--- src/rtl/ecg_sample_averager.sv ---
// ecg_sample_averager
//
// Moving-average filter for an ECG ADC stream. Each rising edge of the
// divided sample clock (smallClk, a level in the bigClk domain) captures
// one sample into an N-entry circular window, N = 2**WIN_LOG2. A running
// sum of the window is kept. Once N samples have been captured since
// reset, each capture produces one result (running sum / N). The result
// is presented on a valid/ready output one bigClk cycle after the capture.
//
// Ports
//   bigClk    in   system clock, rising-edge active
//   rst_n     in   asynchronous active-low reset
//   smallClk  in   sample clock level; its rising edge is a sample instant
//   adcData   in   DATA_W unsigned ADC sample
//   avgData   out  DATA_W moving average of the last N samples
//   avgValid  out  avgData holds an unconsumed result
//   avgReady  in   downstream accepts avgData when high with avgValid
//   overrun   out  sticky: a result was overwritten before acceptance
//   filled    out  high once N samples have been captured since reset

module ecg_sample_averager #(
  parameter int DATA_W   = 12,
  parameter int WIN_LOG2 = 2
) (
  input  logic              bigClk,
  input  logic              rst_n,
  input  logic              smallClk,
  input  logic [DATA_W-1:0] adcData,
  output logic [DATA_W-1:0] avgData,
  output logic              avgValid,
  input  logic              avgReady,
  output logic              overrun,
  output logic              filled
);

  localparam int                N     = 1 << WIN_LOG2;
  localparam int                SUM_W = DATA_W + WIN_LOG2;
  localparam logic [WIN_LOG2-1:0] LAST = WIN_LOG2'(N - 1);

  typedef enum logic {FILL, RUN} state_t;

  state_t              state_q, state_d;
  logic                small_clk_d_q, small_clk_d_d;
  logic [DATA_W-1:0]   win_q [N];
  logic [DATA_W-1:0]   win_d [N];
  logic [WIN_LOG2-1:0] ptr_q, ptr_d;
  logic [SUM_W-1:0]    run_sum_q, run_sum_d;
  logic                pend_q, pend_d;
  logic [DATA_W-1:0]   avg_data_q, avg_data_d;
  logic                avg_valid_q, avg_valid_d;
  logic                overrun_q, overrun_d;
  logic                sample_tick;
  logic [DATA_W-1:0]   oldest;

  // The delayed copy resets to 1 so that a smallClk already high when
  // reset releases is not mistaken for a fresh rising edge.
  assign small_clk_d_d = smallClk;
  assign sample_tick   = smallClk & ~small_clk_d_q;
  assign oldest        = win_q[ptr_q];

  // State register
  always_ff @(posedge bigClk or negedge rst_n) begin
    if (!rst_n) begin
      state_q <= FILL;
    end else begin
      state_q <= state_d;
    end
  end

  // Next state: FILL ends on the capture that writes the last window slot
  // for the first time, i.e. the N-th capture since reset.
  always_comb begin
    state_d = state_q;
    if (state_q == FILL && sample_tick && ptr_q == LAST) begin
      state_d = RUN;
    end
  end

  // Output decode
  always_comb begin
    filled = (state_q == RUN);
  end

  // Window, pointer and running sum. The slot being overwritten holds the
  // oldest sample (zero while still filling), so the sum never goes
  // negative and never exceeds N * max sample.
  // pend marks that the capture just made should produce a result; the
  // result itself is loaded one edge later from the updated sum.
  always_comb begin
    win_d     = win_q;
    ptr_d     = ptr_q;
    run_sum_d = run_sum_q;
    pend_d    = 1'b0;
    if (sample_tick) begin
      win_d[ptr_q] = adcData;
      ptr_d        = (ptr_q == LAST) ? '0 : ptr_q + 1'b1;
      run_sum_d    = run_sum_q + SUM_W'(adcData) - SUM_W'(oldest);
      pend_d       = (state_q == RUN) || (ptr_q == LAST);
    end
  end

  // Result holding register. A handshake clears valid, but a result
  // loading on the same edge wins and keeps valid high. Loading over an
  // unaccepted result raises the sticky overrun flag.
  always_comb begin
    avg_data_d  = avg_data_q;
    avg_valid_d = avg_valid_q;
    overrun_d   = overrun_q;
    if (avg_valid_q && avgReady) begin
      avg_valid_d = 1'b0;
    end
    if (pend_q) begin
      avg_data_d  = run_sum_q[SUM_W-1:WIN_LOG2];
      avg_valid_d = 1'b1;
      if (avg_valid_q && !avgReady) begin
        overrun_d = 1'b1;
      end
    end
  end

  // Datapath registers
  always_ff @(posedge bigClk or negedge rst_n) begin
    if (!rst_n) begin
      small_clk_d_q <= 1'b1;
      for (int i = 0; i < N; i++) begin
        win_q[i] <= '0;
      end
      ptr_q       <= '0;
      run_sum_q   <= '0;
      pend_q      <= 1'b0;
      avg_data_q  <= '0;
      avg_valid_q <= 1'b0;
      overrun_q   <= 1'b0;
    end else begin
      small_clk_d_q <= small_clk_d_d;
      win_q         <= win_d;
      ptr_q         <= ptr_d;
      run_sum_q     <= run_sum_d;
      pend_q        <= pend_d;
      avg_data_q    <= avg_data_d;
      avg_valid_q   <= avg_valid_d;
      overrun_q     <= overrun_d;
    end
  end

  assign avgData  = avg_data_q;
  assign avgValid = avg_valid_q;
  assign overrun  = overrun_q;

endmodule

--- config.mk ---
export PLATFORM = sky130hd
export DESIGN_NAME = ecg_sample_averager
export DESIGN_NICKNAME = d
export VERILOG_FILES = /design/src/rtl/ecg_sample_averager.sv
export SDC_FILE = /design/constraint.sdc
export NUM_CORES = 1
export LEC_CHECK = 0
export CAP_MARGIN = 10
export CORE_MARGIN = 3
export CORE_UTILIZATION = 50
export CTS_CLUSTER_DIAMETER = 60
export CTS_CLUSTER_SIZE = 40
export DETAILED_ROUTE_END_ITERATION = 16
export GPL_TIMING_DRIVEN = 0
export PLACE_DENSITY = 0.7
export SETUP_SLACK_MARGIN = 0.5
export SYNTH_ARGS = -nofsm -noshare
export SYNTH_HDL_FRONTEND = slang
export SYNTH_SLANG_ARGS = --single-unit
--- constraint.sdc ---
create_clock -name bigClk -period 3.7 [get_ports bigClk]
set_clock_uncertainty 0.05 [all_clocks]
set_input_delay 0.37 -clock bigClk [delete_from_list [all_inputs] [get_ports bigClk]]
set_output_delay 0.37 -clock bigClk [all_outputs]
set_load 0.02 [all_outputs]
**After elaboration in Yosys (flattened, before gate mapping)**

Index checks and enable logic that the tools add are counted.

- Logic and storage cells: 41
- Output and inout bits: 15
- Register bits after elaboration: 81

- $lt $le $gt $ge: 2
- Eq/ne operators: 1
- Reduce and logical (&&, ||, !) cells: 9
- Multiplexer cells: 10
- Add/subtract/negate cells: 3
- Bitwise gates (word level): 4

Operator list:

| kind | number |
|---|---|
| $bwmux 48 | 1 |
| $mux 12 | 3 |
| $bmux 12 s2 | 1 |
| $demux 12 s2 | 1 |
| $add 14x12->14 | 1 |
| $sub 14x12->14 | 1 |
| $logic_and 1x1->1 | 5 |
| $ge 3x3->1 const B | 1 |
| $lt 3x1->1 const B | 1 |
| $mux 1 | 3 |
| $not 2->3 | 1 |
| $add 2x1->2 const B | 1 |
| $eq 2x2->1 const B | 1 |
| $mux 2 | 1 |
| $not 1->1 | 2 |
| $reduce_and 2->1 | 1 |
| $reduce_bool 2->1 | 1 |
| $and 1x1->1 | 1 |
| $logic_not 1->1 | 1 |
| $logic_or 1x1->1 | 1 |

**Longest topological paths before layout**

- Word-level depth: 6
- Mapped depth: 13

**Least setup slack after synthesis**

Ideal clock, no wire load.

- Path kind: register to register
- From: register ptr_q[0]
- To: register run_sum_q[12]
- Stages on the path, launching flop included: 13
- Setup slack: 321 ps
- Data required time: 3,529 ps
- Arrival time: 3,208 ps
- Path buffers: 2
- Clock period less this slack: 3,379 ps
- Cell sequence: dfrtp_1 > clkbuf_1 > buf_4 > mux4_2 > fa_1 > inv_1 > ha_1 > o21a_1 > o21a_1 > a21boi_1 > o31ai_1 > xor2_1 > o21ai_1

- Cells in the longest elaborated chain, start to end: 5

RTL lines:

| what | RTL line | text |
|---|---|---|
| from (decl) | 46 | `logic [WIN_LOG2-1:0] ptr_q, ptr_d;` |
| from (signal assigned) | 137 | `ptr_q <= ptr_d;` |
| $not 2->3 (not written as such) | 59 | `assign oldest = win_q[ptr_q];` |
| $bmux 12 s2 | 59 |  |
| $mux 12 (not written as such) (2 in a row) | 59 |  |
| $sub 14x12->14 | 97 | `run_sum_d = run_sum_q + SUM_W'(adcData) - SUM_W'(oldest);` |
| to (signal assigned) | 138 | `run_sum_q <= run_sum_d;` |
| to (decl) | 47 | `logic [SUM_W-1:0] run_sum_q, run_sum_d;` |

No other way between the ends. The select of a mux whose other input is x is not followed.
A chain may end at the register's enable or synchronous reset.

**Worst setup path in the final report**

- From: register ptr_q[0]
- To: register run_sum_q[11]

The elaborated chain is that of the path after synthesis.

==> summary.md <==
| Metric | Value |
|---|---|
| CTS buffer count | 9 |
| Total Die Area | 0.00975 sq mm |
| CP required | 3.89 ns |
| Ratio of cells with drive above 1 in the final layout | 0.216 |
| Syn Area/Cell | 10.4 sq um |
| Initial DRC count | 134 |
| Post-Syn Area | 0.00430 sq mm |
| Chip Width | 98.8 microns |
| Tcrit/Tclk final | 0.862 |
| Vias in the first global route | 3322 |
| H-tree lvl count | 3 |
| Ports | 31 |
| Synthesis-to-layout area growth | 25.4% |
| YS warnings | 0 |
| Hold Vio Cnt, Final | 0 |
| Non-Filler Instances | 582 |
| Ranking of synthesized cells by area | dfrtp_1 47%, o21ai_0 6.7%, mux4_2 6.3% |
| IO buf count | 30 |
| Post-synthesis register bit count | 81 |
| Main synth FF type | dfrtp_1 |
| Slew Viols, Final | 0 |
| Critical path class | register to register |
| Hold Path Class | input pin to register |
| Grt total ovfl | 0 |
| Routed wire length | 9850 microns |
| Root Buffer | clkbuf_8 |
| Initial core utilization | 0.518 |
| Pin count of the biggest net entering global routing | 53 |
| DRC | 0 |
| Clock Path Buffers | 2 |
| Worst skew pair latency | 0.36 ns |
| Post-Synthesis Cells | 412 |
| Slew @ Worst Pin | 0.553 ns |
| Crit-path max FO | 6 |
| GRT Total Usage | 0.213 |
| Chip height | 98.8 microns |
| Hold slack | 0.411 ns |
| Worst R2R Setup Slack | 0.51 ns |
| CTS tree | yes |
| Startpoint types | register |
| Router iterations before antenna repair | 5 |
| Yosys top cell area share | 0.465 |
| Number of diodes | 0 |
| Final worst setup slack | 0.509 ns |
| Fraction of registers with async set/reset | 1.00 |
| Initial antenna violation count | 0 |
| Rows | 33 |
| Net Count, Synth | 458 |
| Cell taking the most area after synthesis | dfrtp_1 |
| Core area | 0.00830 sq mm |
| Worst endpoint data arrival time | 3.38 ns |
| Vias/cell | 5.58 |
| Routed wire per std cell | 16.9 microns |
| Setup Viol. Count Final | 0 |
| RSZ-0062 raised after global routing | yes |
| Post-synth EDFFs | 0 |
| CTS Sinks | 81 |
| Post-detail-place hpwl | 6460 microns |
| Global-route wire length before repair | 16300 microns |
| Dpl ws | 0.0507 ns |
| DR vias | 3248 |
| Nets | 518 |
| Status | finished, final reports clean |
| CTS clk-pin slew, worst paths | 0.09 ns |
| Sequential element share of the synthesized area | 0.471 |
| FMAX | 0.313 GHz |
| Post-placement cell count | 548 |
| DRT antenna net count | 0 |
| Critical Path End Type | register |
| Max-cap violations | 0 |
| Yosys cell types | 49 |
| Slew HR | 0.631 |
| Post-route minimum period | 3.19 ns |
| Routability congestion estimate | 0.806 |
[critical path, cell delays in order, from the launching register on]
cell	delay, ns
dfrtp_1	0.41
buf_8	0.17
mux4_2	0.54
fa_1	0.52
inv_1	0.06
ha_1	0.29
a21oi_2	0.21
o22ai_4	0.13
buf_4	0.16
o2111ai_2	0.19
a21oi_1	0.11
a31oi_1	0.16
nand2_1	0.07
[synth_stat cells (2+ instances only)]
master and instances:
o211ai_1 2, nand2_1 65, a21oi_1 7, o21ai_1 2, clkbuf_1 12, a21o_1 4, xor2_1 5, mux4_2 12
o21a_1 3, fa_1 12, nor2_1 11, inv_1 54, nor2b_1 3, nor3b_1 2, ha_1 18, mux2_2 16
nand2b_1 4, or3_1 3, nor3_1 3, nand3b_1 2, a21oi_2 2, o21ai_0 58, o21bai_1 2, a31o_2 2
nand4_1 3, nand3_1 2, a211oi_1 2, dfrtp_1 80
[per-stage QoR]
step	utilization	TNS, ns	instance area [sq um]
global placement	0.571	-49.82	4740
finish	0.650	0	5400
detailed placement	0.574	0	4770
CTS	0.640	0	5310
global route	0.650	0	5400
floorplan	-	0	4310
[routing by layer]
| metal | global-route usage | vias to the layer above | wire length [microns] |
|---|---|---|---|
| met5 | 0 | - | 0 |
| met3 | 0.0297 | 24 | 351 |
| li1 | - | 1509 | - |
| met1 | 0.284 | 1617 | 4360 |
| met2 | 0.350 | 98 | 4900 |
| met4 | 0.0882 | 0 | 245 |
[repair_timing]
item	4_1_cts	5_1_grt
pin swaps	13	18
resized for setup	30	13
hold buffers	1	0
setup endpoints to repair	9	10
cloned	1	0
setup buffers	11	5
endpoints found under the hold margin	28	0
[worst paths after layout]
check | start | end | cells past startpoint
worst max-delay path | ptr_q[0]$_DFFE_PN0P_ | run_sum_q[11]$_DFFE_PN0P_ | 12
max in group asynchronous | rst_n | win_q[4]$_DFFE_PN0P_ | 3
worst min register to register | overrun$_DFFE_PN0P_ | overrun$_DFFE_PN0P_ | 1
worst min-delay path | smallClk | small_clk_d_q$_DFF_PN1_ | 1
min in group asynchronous | rst_n | avgData[0]$_DFFE_PN0P_ | 2
worst max register to register | ptr_q[0]$_DFFE_PN0P_ | run_sum_q[11]$_DFFE_PN0P_ | 12
[cells in the final DEF, fill, tap and decap left out, types with 3 or more instances in the layout]
cell	count
clkbuf_1	11
mux2_2	16
o21a_1	3
buf_4	18
nor2_1	11
nand4_1	3
clkbuf_8	10
a21oi_2	3
nand2b_1	4
mux4_2	12
fa_1	11
bufinv_16	4
nand2_1	65
nor3_1	3
inv_1	50
ha_1	10
clkdlybuf4s50_1	29
xor2_1	5
inv_2	4
a21o_1	4
dfrtp_1	79
ha_4	6
o21ai_1	4
o21ai_0	55
or3_1	3
a21oi_1	4
[cell families (layout without fill, tap and decap cells)]
logic type	after synthesis	in the layout	share of synthesized area
AO/OA/AOI/OAI	96	96	0.135
XOR/XNOR	6	6	0.0122
adder cells (fa/ha/maj)	30	30	0.108
buffers and inverters	71	136	0.0678
flip-flops	81	81	0.471
AND/OR/NAND/NOR	100	100	0.101
multiplexers	28	28	0.105
[final cells by class]
type | count | area (sq um)
plain buffers | 17 | 116
clock inverters | 7 | 143
fillers | 626 | 2900
inverters | 54 | 203
repair buffers | 49 | 483
well taps | 105 | 131
clock buffers | 9 | 124
multi-input cells | 260 | 2170
flip-flops and latches | 81 | 2030
[registers in the layout, summed over array words and instances (netlist names)]
name,flops
avgValid,1
filled,1
avgData,12
pend_q,1
run_sum_q,14
small_clk_d_q,1
overrun,1
ptr_q,2
win_q,48
Power is left out: the tool's default activity adds up to more than one toggle a clock period on the data nets, which glitch-free logic cannot reach.
